### config.mk
export PLATFORM = sky130hd
export DESIGN_NAME = pipe_hazard_ctrl
export DESIGN_NICKNAME = d
export VERILOG_FILES = /design/src/rtl/pipe_hazard_ctrl.sv
export SDC_FILE = /design/constraint.sdc
export NUM_CORES = 1
export LEC_CHECK = 0
export BUFFER_PORTS_ARGS = -buffer_cell sky130_fd_sc_hd__buf_2
export CAP_MARGIN = 30
export CORE_UTILIZATION = 41
export CTS_BUF_LIST = sky130_fd_sc_hd__clkbuf_16
export DETAILED_ROUTE_END_ITERATION = 6
export PLACE_DENSITY = 0.94
export SYNTH_ARGS = -nofsm -noshare
export SYNTH_HDL_FRONTEND = slang
export SYNTH_SLANG_ARGS = --single-unit
### constraint.sdc
create_clock -name clk -period 3.65 [get_ports clk]
set_input_delay 0.1825 -clock clk [delete_from_list [all_inputs] [get_ports clk]]
set_output_delay 0.1825 -clock clk [all_outputs]
set_load 0.03 [all_outputs]
### src/rtl/pipe_hazard_ctrl.sv
// pipe_hazard_ctrl: stall/bubble control for the five-stage Y86-64 pipeline.
// It resolves the hazards forwarding cannot cover (load/use, mispredicted jumps,
// ret in flight, exceptions) and runs a run-state FSM with the states
// FLUSH -> RUN -> HALT/FAULT.
// Optional feature macro: HAZARD_PERF_CNT_EN adds saturating hazard counters.
module pipe_hazard_ctrl #(
  parameter int FLUSH_CYCLES = 3,
  parameter int CNT_W        = 32
) (
  input  logic             clk,
  input  logic             rst,
  input  logic [3:0]       D_icode,
  input  logic [3:0]       E_icode,
  input  logic [3:0]       M_icode,
  input  logic [3:0]       d_srcA,
  input  logic [3:0]       d_srcB,
  input  logic [3:0]       E_dstM,
  input  logic             e_Cnd,
  input  logic [3:0]       m_stat,
  input  logic [3:0]       W_stat,
  output logic             F_stall,
  output logic             D_stall,
  output logic             W_stall,
  output logic             D_bubble,
  output logic             E_bubble,
  output logic             M_bubble,
  output logic             set_cc_en,
  output logic [1:0]       cpu_stat
`ifdef HAZARD_PERF_CNT_EN
  ,
  output logic [CNT_W-1:0] stall_cnt,
  output logic [CNT_W-1:0] mispred_cnt,
  output logic [CNT_W-1:0] ret_cnt
`endif
);

  localparam logic [3:0] IC_HALT   = 4'h0;
  localparam logic [3:0] IC_NOP    = 4'h1;
  localparam logic [3:0] IC_MRMOVQ = 4'h5;
  localparam logic [3:0] IC_JXX    = 4'h7;
  localparam logic [3:0] IC_RET    = 4'h9;
  localparam logic [3:0] IC_POPQ   = 4'hB;
  localparam logic [3:0] REG_NONE  = 4'hF;
  localparam logic [3:0] STAT_HLT  = 4'd2;
  localparam logic [3:0] STAT_ADR  = 4'd3;
  localparam logic [3:0] STAT_INS  = 4'd4;

  // Flush counter counts FLUSH_CYCLES-1 down to 0 so FLUSH lasts FLUSH_CYCLES cycles.
  localparam logic [3:0] FLUSH_INIT = 4'(FLUSH_CYCLES - 1);

  typedef enum logic [1:0] {
    ST_FLUSH = 2'd0,
    ST_RUN   = 2'd1,
    ST_HALT  = 2'd2,
    ST_FAULT = 2'd3
  } state_t;

  state_t     r_state;
  state_t     w_state_nxt;
  logic [3:0] r_flush_cnt;
  logic [3:0] w_flush_cnt_nxt;

  logic w_lu;
  logic w_mp;
  logic w_rt;
  logic w_mx;
  logic w_wx;

  // Hazard terms, purely combinational from the stage registers.
  always_comb begin
    w_lu = ((E_icode == IC_MRMOVQ) || (E_icode == IC_POPQ)) &&
           (E_dstM != REG_NONE) &&
           ((E_dstM == d_srcA) || (E_dstM == d_srcB));
    w_mp = (E_icode == IC_JXX) && !e_Cnd;
    w_rt = (D_icode == IC_RET) || (E_icode == IC_RET) || (M_icode == IC_RET);
    w_mx = (m_stat == STAT_HLT) || (m_stat == STAT_ADR) || (m_stat == STAT_INS);
    w_wx = (W_stat == STAT_HLT) || (W_stat == STAT_ADR) || (W_stat == STAT_INS);
  end

  // Run-state register and flush down-counter.
  always_ff @(posedge clk) begin
    if (rst) begin
      r_state     <= ST_FLUSH;
      r_flush_cnt <= FLUSH_INIT;
    end else begin
      r_state     <= w_state_nxt;
      r_flush_cnt <= w_flush_cnt_nxt;
    end
  end

  // Next-state logic: leave FLUSH when the counter is spent, freeze on W exceptions.
  always_comb begin
    w_state_nxt     = r_state;
    w_flush_cnt_nxt = r_flush_cnt;
    case (r_state)
      ST_FLUSH: begin
        if (r_flush_cnt == 4'd0) begin
          w_state_nxt = ST_RUN;
        end else begin
          w_flush_cnt_nxt = r_flush_cnt - 4'd1;
        end
      end
      ST_RUN: begin
        if (W_stat == STAT_HLT) begin
          w_state_nxt = ST_HALT;
        end else if (w_wx) begin
          w_state_nxt = ST_FAULT;
        end else begin
          w_state_nxt = ST_RUN;
        end
      end
      ST_HALT:  w_state_nxt = ST_HALT;
      ST_FAULT: w_state_nxt = ST_FAULT;
      default:  w_state_nxt = ST_FLUSH;
    endcase
  end

  // Pipeline register controls; reset forces the FLUSH pattern immediately.
  always_comb begin
    F_stall   = 1'b0;
    D_stall   = 1'b0;
    W_stall   = 1'b0;
    D_bubble  = 1'b0;
    E_bubble  = 1'b0;
    M_bubble  = 1'b0;
    set_cc_en = 1'b0;
    if (rst || (r_state == ST_FLUSH)) begin
      F_stall  = 1'b1;
      D_bubble = 1'b1;
      E_bubble = 1'b1;
      M_bubble = 1'b1;
    end else if (r_state == ST_RUN) begin
      F_stall   = w_lu | w_rt;
      D_stall   = w_lu;
      // A stalled D register must not also be bubbled: the stall wins.
      D_bubble  = (w_mp | (w_rt & !w_lu)) & !w_lu;
      E_bubble  = w_mp | w_lu;
      M_bubble  = w_mx | w_wx;
      W_stall   = w_wx;
      set_cc_en = !(w_mx | w_wx) && (E_icode != IC_HALT) && (E_icode != IC_NOP);
    end else begin
      F_stall  = 1'b1;
      D_stall  = 1'b1;
      W_stall  = 1'b1;
      E_bubble = 1'b1;
      M_bubble = 1'b1;
    end
  end

  assign cpu_stat = r_state;

`ifdef HAZARD_PERF_CNT_EN
  localparam logic [CNT_W-1:0] CNT_ONE = CNT_W'(1);
  localparam logic [CNT_W-1:0] CNT_MAX = {CNT_W{1'b1}};

  logic [CNT_W-1:0] r_stall_cnt;
  logic [CNT_W-1:0] r_mispred_cnt;
  logic [CNT_W-1:0] r_ret_cnt;
  logic             w_ret_evt;

  assign w_ret_evt = D_bubble & w_rt & !w_mp;

  // Saturating hazard counters, counting only while the pipe is running.
  always_ff @(posedge clk) begin
    if (rst) begin
      r_stall_cnt   <= '0;
      r_mispred_cnt <= '0;
      r_ret_cnt     <= '0;
    end else if (r_state == ST_RUN) begin
      if (w_lu && (r_stall_cnt != CNT_MAX)) begin
        r_stall_cnt <= r_stall_cnt + CNT_ONE;
      end else begin
        r_stall_cnt <= r_stall_cnt;
      end
      if (w_mp && (r_mispred_cnt != CNT_MAX)) begin
        r_mispred_cnt <= r_mispred_cnt + CNT_ONE;
      end else begin
        r_mispred_cnt <= r_mispred_cnt;
      end
      if (w_ret_evt && (r_ret_cnt != CNT_MAX)) begin
        r_ret_cnt <= r_ret_cnt + CNT_ONE;
      end else begin
        r_ret_cnt <= r_ret_cnt;
      end
    end else begin
      r_stall_cnt   <= r_stall_cnt;
      r_mispred_cnt <= r_mispred_cnt;
      r_ret_cnt     <= r_ret_cnt;
    end
  end

  assign stall_cnt   = r_stall_cnt;
  assign mispred_cnt = r_mispred_cnt;
  assign ret_cnt     = r_ret_cnt;
`endif

endmodule

; ---- Yosys cells after proc, flatten, opt, wreduce, memory -nomap -nowiden
; Cells that the tools add are included.
[word_totals]
regBits = 6
input_bits = 35
out_inout_bits = 9
word_cells = 69
[op_classes]
add_sub_neg = 1
n_eq_ne = 20
n_mux = 18
bitwise = 7
reduce_logical = 21
[ops]
columns = op, n
row1 = $eq 4x2->1 const B, 4
row2 = $eq 4x3->1 const B, 4
row3 = $eq 4x4->1 const B, 4
row4 = $mux 1, 14
row5 = $logic_or 1x1->1, 9
row6 = $eq 4x4->1, 2
row7 = $pmux 2 s4, 1
row8 = $mux 2, 3
row9 = $logic_and 1x1->1, 5
row10 = $eq 2x2->1 const B, 2
row11 = $logic_not 4->1, 1
row12 = $ne 4x1->1 const B, 1
row13 = $ne 4x4->1 const B, 1
row14 = $or 1x1->1, 4
row15 = $reduce_bool 4->1, 1
row16 = $sub 4x1->4 const B, 1
row17 = $logic_not 1->1, 3
row18 = $and 1x1->1, 2
row19 = $eq 2x1->1 const B, 1
row20 = $logic_not 2->1, 1
row21 = $ne 2x2->1 const B, 1
row22 = $reduce_and 2->1, 1
row23 = $not 1->1, 1

; ---- Depth between registers and ports, before layout
[logic_depth]
word_depth = 10
mapped_depth = 6
mapped_depth_nobuf = 6

; ---- Least setup slack after synthesis
; No wires, ideal clock.
[synth_path]
kind = reg-to-output
start = register r_state[0] (netlist: cpu_stat[0])
end = output port set_cc_en
arrival_time_ns = 1.884
setup_slack_ns = 1.583
path_stages_with_launch = 4
cell_sequence = dfxtp_1 nand2b_1 or4_1 nor2_1
[synth_via]
elab_chain_len = 3
[synth_rtl]
columns = item, line_no
row1 = "start, declared", 58  ; state_t r_state;
row2 = "start signal, assigned", 86  ; r_state <= w_state_nxt;
row3 = $eq 2x1->1 / $logic_not 2->1 (equally long branches), "132, 127"
row4 = $mux 1 / $logic_or 1x1->1 (equally long branches), "132, 127"
row5 = $mux 1 *, 127  ; if (rst || (r_state == ST_FLUSH)) begin
row6 = "end, declared", 27  ; output logic set_cc_en,
; Mark *: on every way between the ends. The rest lies on a longest branch, timed or not.

; ---- Worst setup path in the final report
[layout_path]
start = register r_state[1] (netlist: cpu_stat[1])
end = output port set_cc_en
; The elaborated chain is that of the path after synthesis.

==> flow_summary.ini <==
[logic_synthesis]
yosys.area.top_type = sky130_fd_sc_hd__dfxtp_1
net_count_after_synthesis = 108
ys_top_cells_by_count = sky130_fd_sc_hd__xor2_1 (10), sky130_fd_sc_hd__nor2_1 (9), sky130_fd_sc_hd__dfxtp_1 (6)
synth-seq-cells = 6
synth_ff_type = sky130_fd_sc_hd__dfxtp_1
yosys.cell_types.count = 29
yosys_warnings = 0
synth_top_area_share_pct = 21.4
cell_with_the_most_instances_after_synthesis = sky130_fd_sc_hd__xor2_1
synthArstFlopShare_pct = 0
seq_area_frac_synth_pct = 21.4
top_cells_by_area_synth = sky130_fd_sc_hd__dfxtp_1 (21%), sky130_fd_sc_hd__xor2_1 (16%), sky130_fd_sc_hd__nor2_1 (6.0%)
post_synth_inst_count = 72
mappedNetlistArea_sq_um = 561
synth_area_per_cell_sq_um = 7.79
synth-edff-count = 0

[clock_network]
tritoncts_clock_tree = built
post_cts_buffers = 0
ctsHtreeMaxLevel = 1
total_of_hold_buffers_inserted_after_clock_tree_synthesis = 0
postCtsResizedCells = 0
clock_sinks = 6
cts-buffers-inserted = 3
clk_latency_ns = 0.23
clock_tree.buffer_depth = 2
clk_root_buffer_cell = sky130_fd_sc_hd__clkbuf_16
cts.reportedPaths.clkPinSlew_ns = 0.03

[setup_path]
setup.reg_to_reg.worst_slack_ns = 2.07
timing.critical_path.from_type = flop
worstSetupEndpointType = output port
critical_path_arrival_ns = 1.64
worstPathMaxFanout = 7
regToRegEndpoint = r_flush_cnt[1]
worstReg2RegStart = r_flush_cnt[0]
startpoint = cpu_stat[1]
worstSetupPathType = flop to output port
rr_worst_depth = 6
critPathRequiredTime_ns = 3.47

[drt]
routed_wl_um = 1650
detail_route.vias_per_cell = 5.44
remaining_drc_errors = 0
wl_per_cell_um = 12.6
dr.first_iter.drc_count = 22
routed-via-count = 712
ant_nets = 0
first_pass_iters = 4

[placement]
numPortBuffers = 43
dp_hpwl_um = 1290
place_congestion = 0.697
pre_cts_ws_ns = 1.98

[timing]
setup_viol = 0
max_slew.worst_pin.slew_ns = 0.333
fmax_mhz = 547
final.setup.tns_ns = 0
timing_max_transition_violations_final = 0
final_hold_viol_count = 0
post-route-min-period_ns = 1.83
fin_skew_ns = 0.00371
layout_worst_path_cycle_share_pct = 50.0
maxSlewHeadroom_pct = 77.6
rsz0062_at_grt = no
finalWorstSetupSlack_ns = 1.82

[hold_path]
hold_path_class = input port to flop
hold-path-endpoint = cpu_stat[1]
hold_path_startpoint = rst
hold-path-cell-count = 2

[global_route]
grt_start_max_net_pins = 14
grt_pass1_wl_um = 2700
antenna_found_initial = 0
groute.layer.met3.usage_pct = 8.09
number_of_global_route_vias_before_repair = 706
met2_usage_pct = 51.2
grt.busiest_layer = met2
met1_usage_pct = 26.0
global_route.usage.total_pct = 25.9
grt_overflow = 0

[layout]
total_nets_final = 155
area_growth_syn_to_layout_pct = 54.2
drive_gt1_share_pct = 43.6
antenna_cells = 0
layout.filler_cells = 90

[job]
drv.max_cap_violation_count = 0

[outcome]
status = finished, final reports clean

[die]
initial_core_util_pct = 47.3
die_area_sq_mm = 0.00152
core_region_area_sq_mm = 0.00119
die_w_um = 39.0
dieHeight_um = 39.0
std_cell_rows = 12
design.portCount = 44

[power_and_ir_drop]
power_density_mw_per_mm2 = 587
power.total_w = 0.000508
ir_drop_v = 0.000607
p_leak_nw = 0.408
## power by group
part / internal, W / switching (W)
logic: 0.0000971 / 0.000120
clock network: 0.000140 / 0.0000331
registers: 0.0000907 / 0.0000269
## per-stage QoR
step	cell area (sq um)	utilization, %	hold WS [ns]	std cells
2_1_floorplan	561	-	0.471	72
3_3_place_gp	790	66.6	0.495	128
3_5_place_dp	790	66.6	0.503	128
4_1_cts	865	72.9	0.270	131
5_1_grt	865	72.9	0.292	131
6_report	865	72.9	0.271	131
## placed cells by master (no fill, tap or decap), types with 2 or more instances in the layout
| master | n |
|---|---|
| sky130_fd_sc_hd__buf_2 | 43 |
| sky130_fd_sc_hd__xor2_1 | 10 |
| sky130_fd_sc_hd__nor2_1 | 9 |
| sky130_fd_sc_hd__dfxtp_1 | 6 |
| sky130_fd_sc_hd__nand2b_1 | 5 |
| sky130_fd_sc_hd__a21oi_1 | 5 |
| sky130_fd_sc_hd__nor4_1 | 4 |
| sky130_fd_sc_hd__nand3_1 | 4 |
| sky130_fd_sc_hd__inv_1 | 3 |
| sky130_fd_sc_hd__nor4bb_1 | 3 |
| sky130_fd_sc_hd__clkbuf_16 | 3 |
| sky130_fd_sc_hd__or3b_2 | 2 |
| sky130_fd_sc_hd__nand3b_1 | 2 |
| sky130_fd_sc_hd__nor3_1 | 2 |
## kinds of logic after synthesis
kind of cell	synth area share, %
simple gates	41.5
xor+xnor	17.2
buf+inv	2.68
fa+ha+maj	2.23
flops	21.4
compound gates	15.0
## registers in the layout (all words and copies together), names as in the netlist
name,flops
cpu_stat,2
r_flush_cnt,4
## how the worst max path moves through the flow
stage	slack (ns)	end	cells after the start
2_1_floorplan	1.58	set_cc_en	3
3_3_place_gp	2.00	D_bubble	6
3_5_place_dp	1.98	D_bubble	6
4_1_cts	1.83	set_cc_en	4
5_1_grt	1.70	set_cc_en	4
6_report	1.82	set_cc_en	4
## final cells by class
| type | count | area (sq um) | share of cell area (%) |
|---|---|---|---|
| tap | 14 | 17.5 | 2.03 |
| sequential | 6 | 120 | 13.9 |
| clock buffer | 3 | 75.1 | 8.68 |
| timing repair buffer | 43 | 215 | 24.9 |
| multi-input combinational | 62 | 425 | 49.2 |
| inverter | 3 | 11.3 | 1.30 |
## per-layer routing
layer / vias to the layer above / part of all wire (%)
li1: 357 / -
met1: 316 / 37
met2: 39 / 54
met3: 0 / 8.7
met4: 0 / 0
met5: - / 0
## worst max-delay path, stage by stage (launching register included)
cell and delay (ns):
sky130_fd_sc_hd__dfxtp_1 0.36, sky130_fd_sc_hd__nand2b_1 0.22, sky130_fd_sc_hd__or4_1 0.54, sky130_fd_sc_hd__nor2_1 0.11, sky130_fd_sc_hd__buf_2 0.20
(Power assumes the default switching activity.)
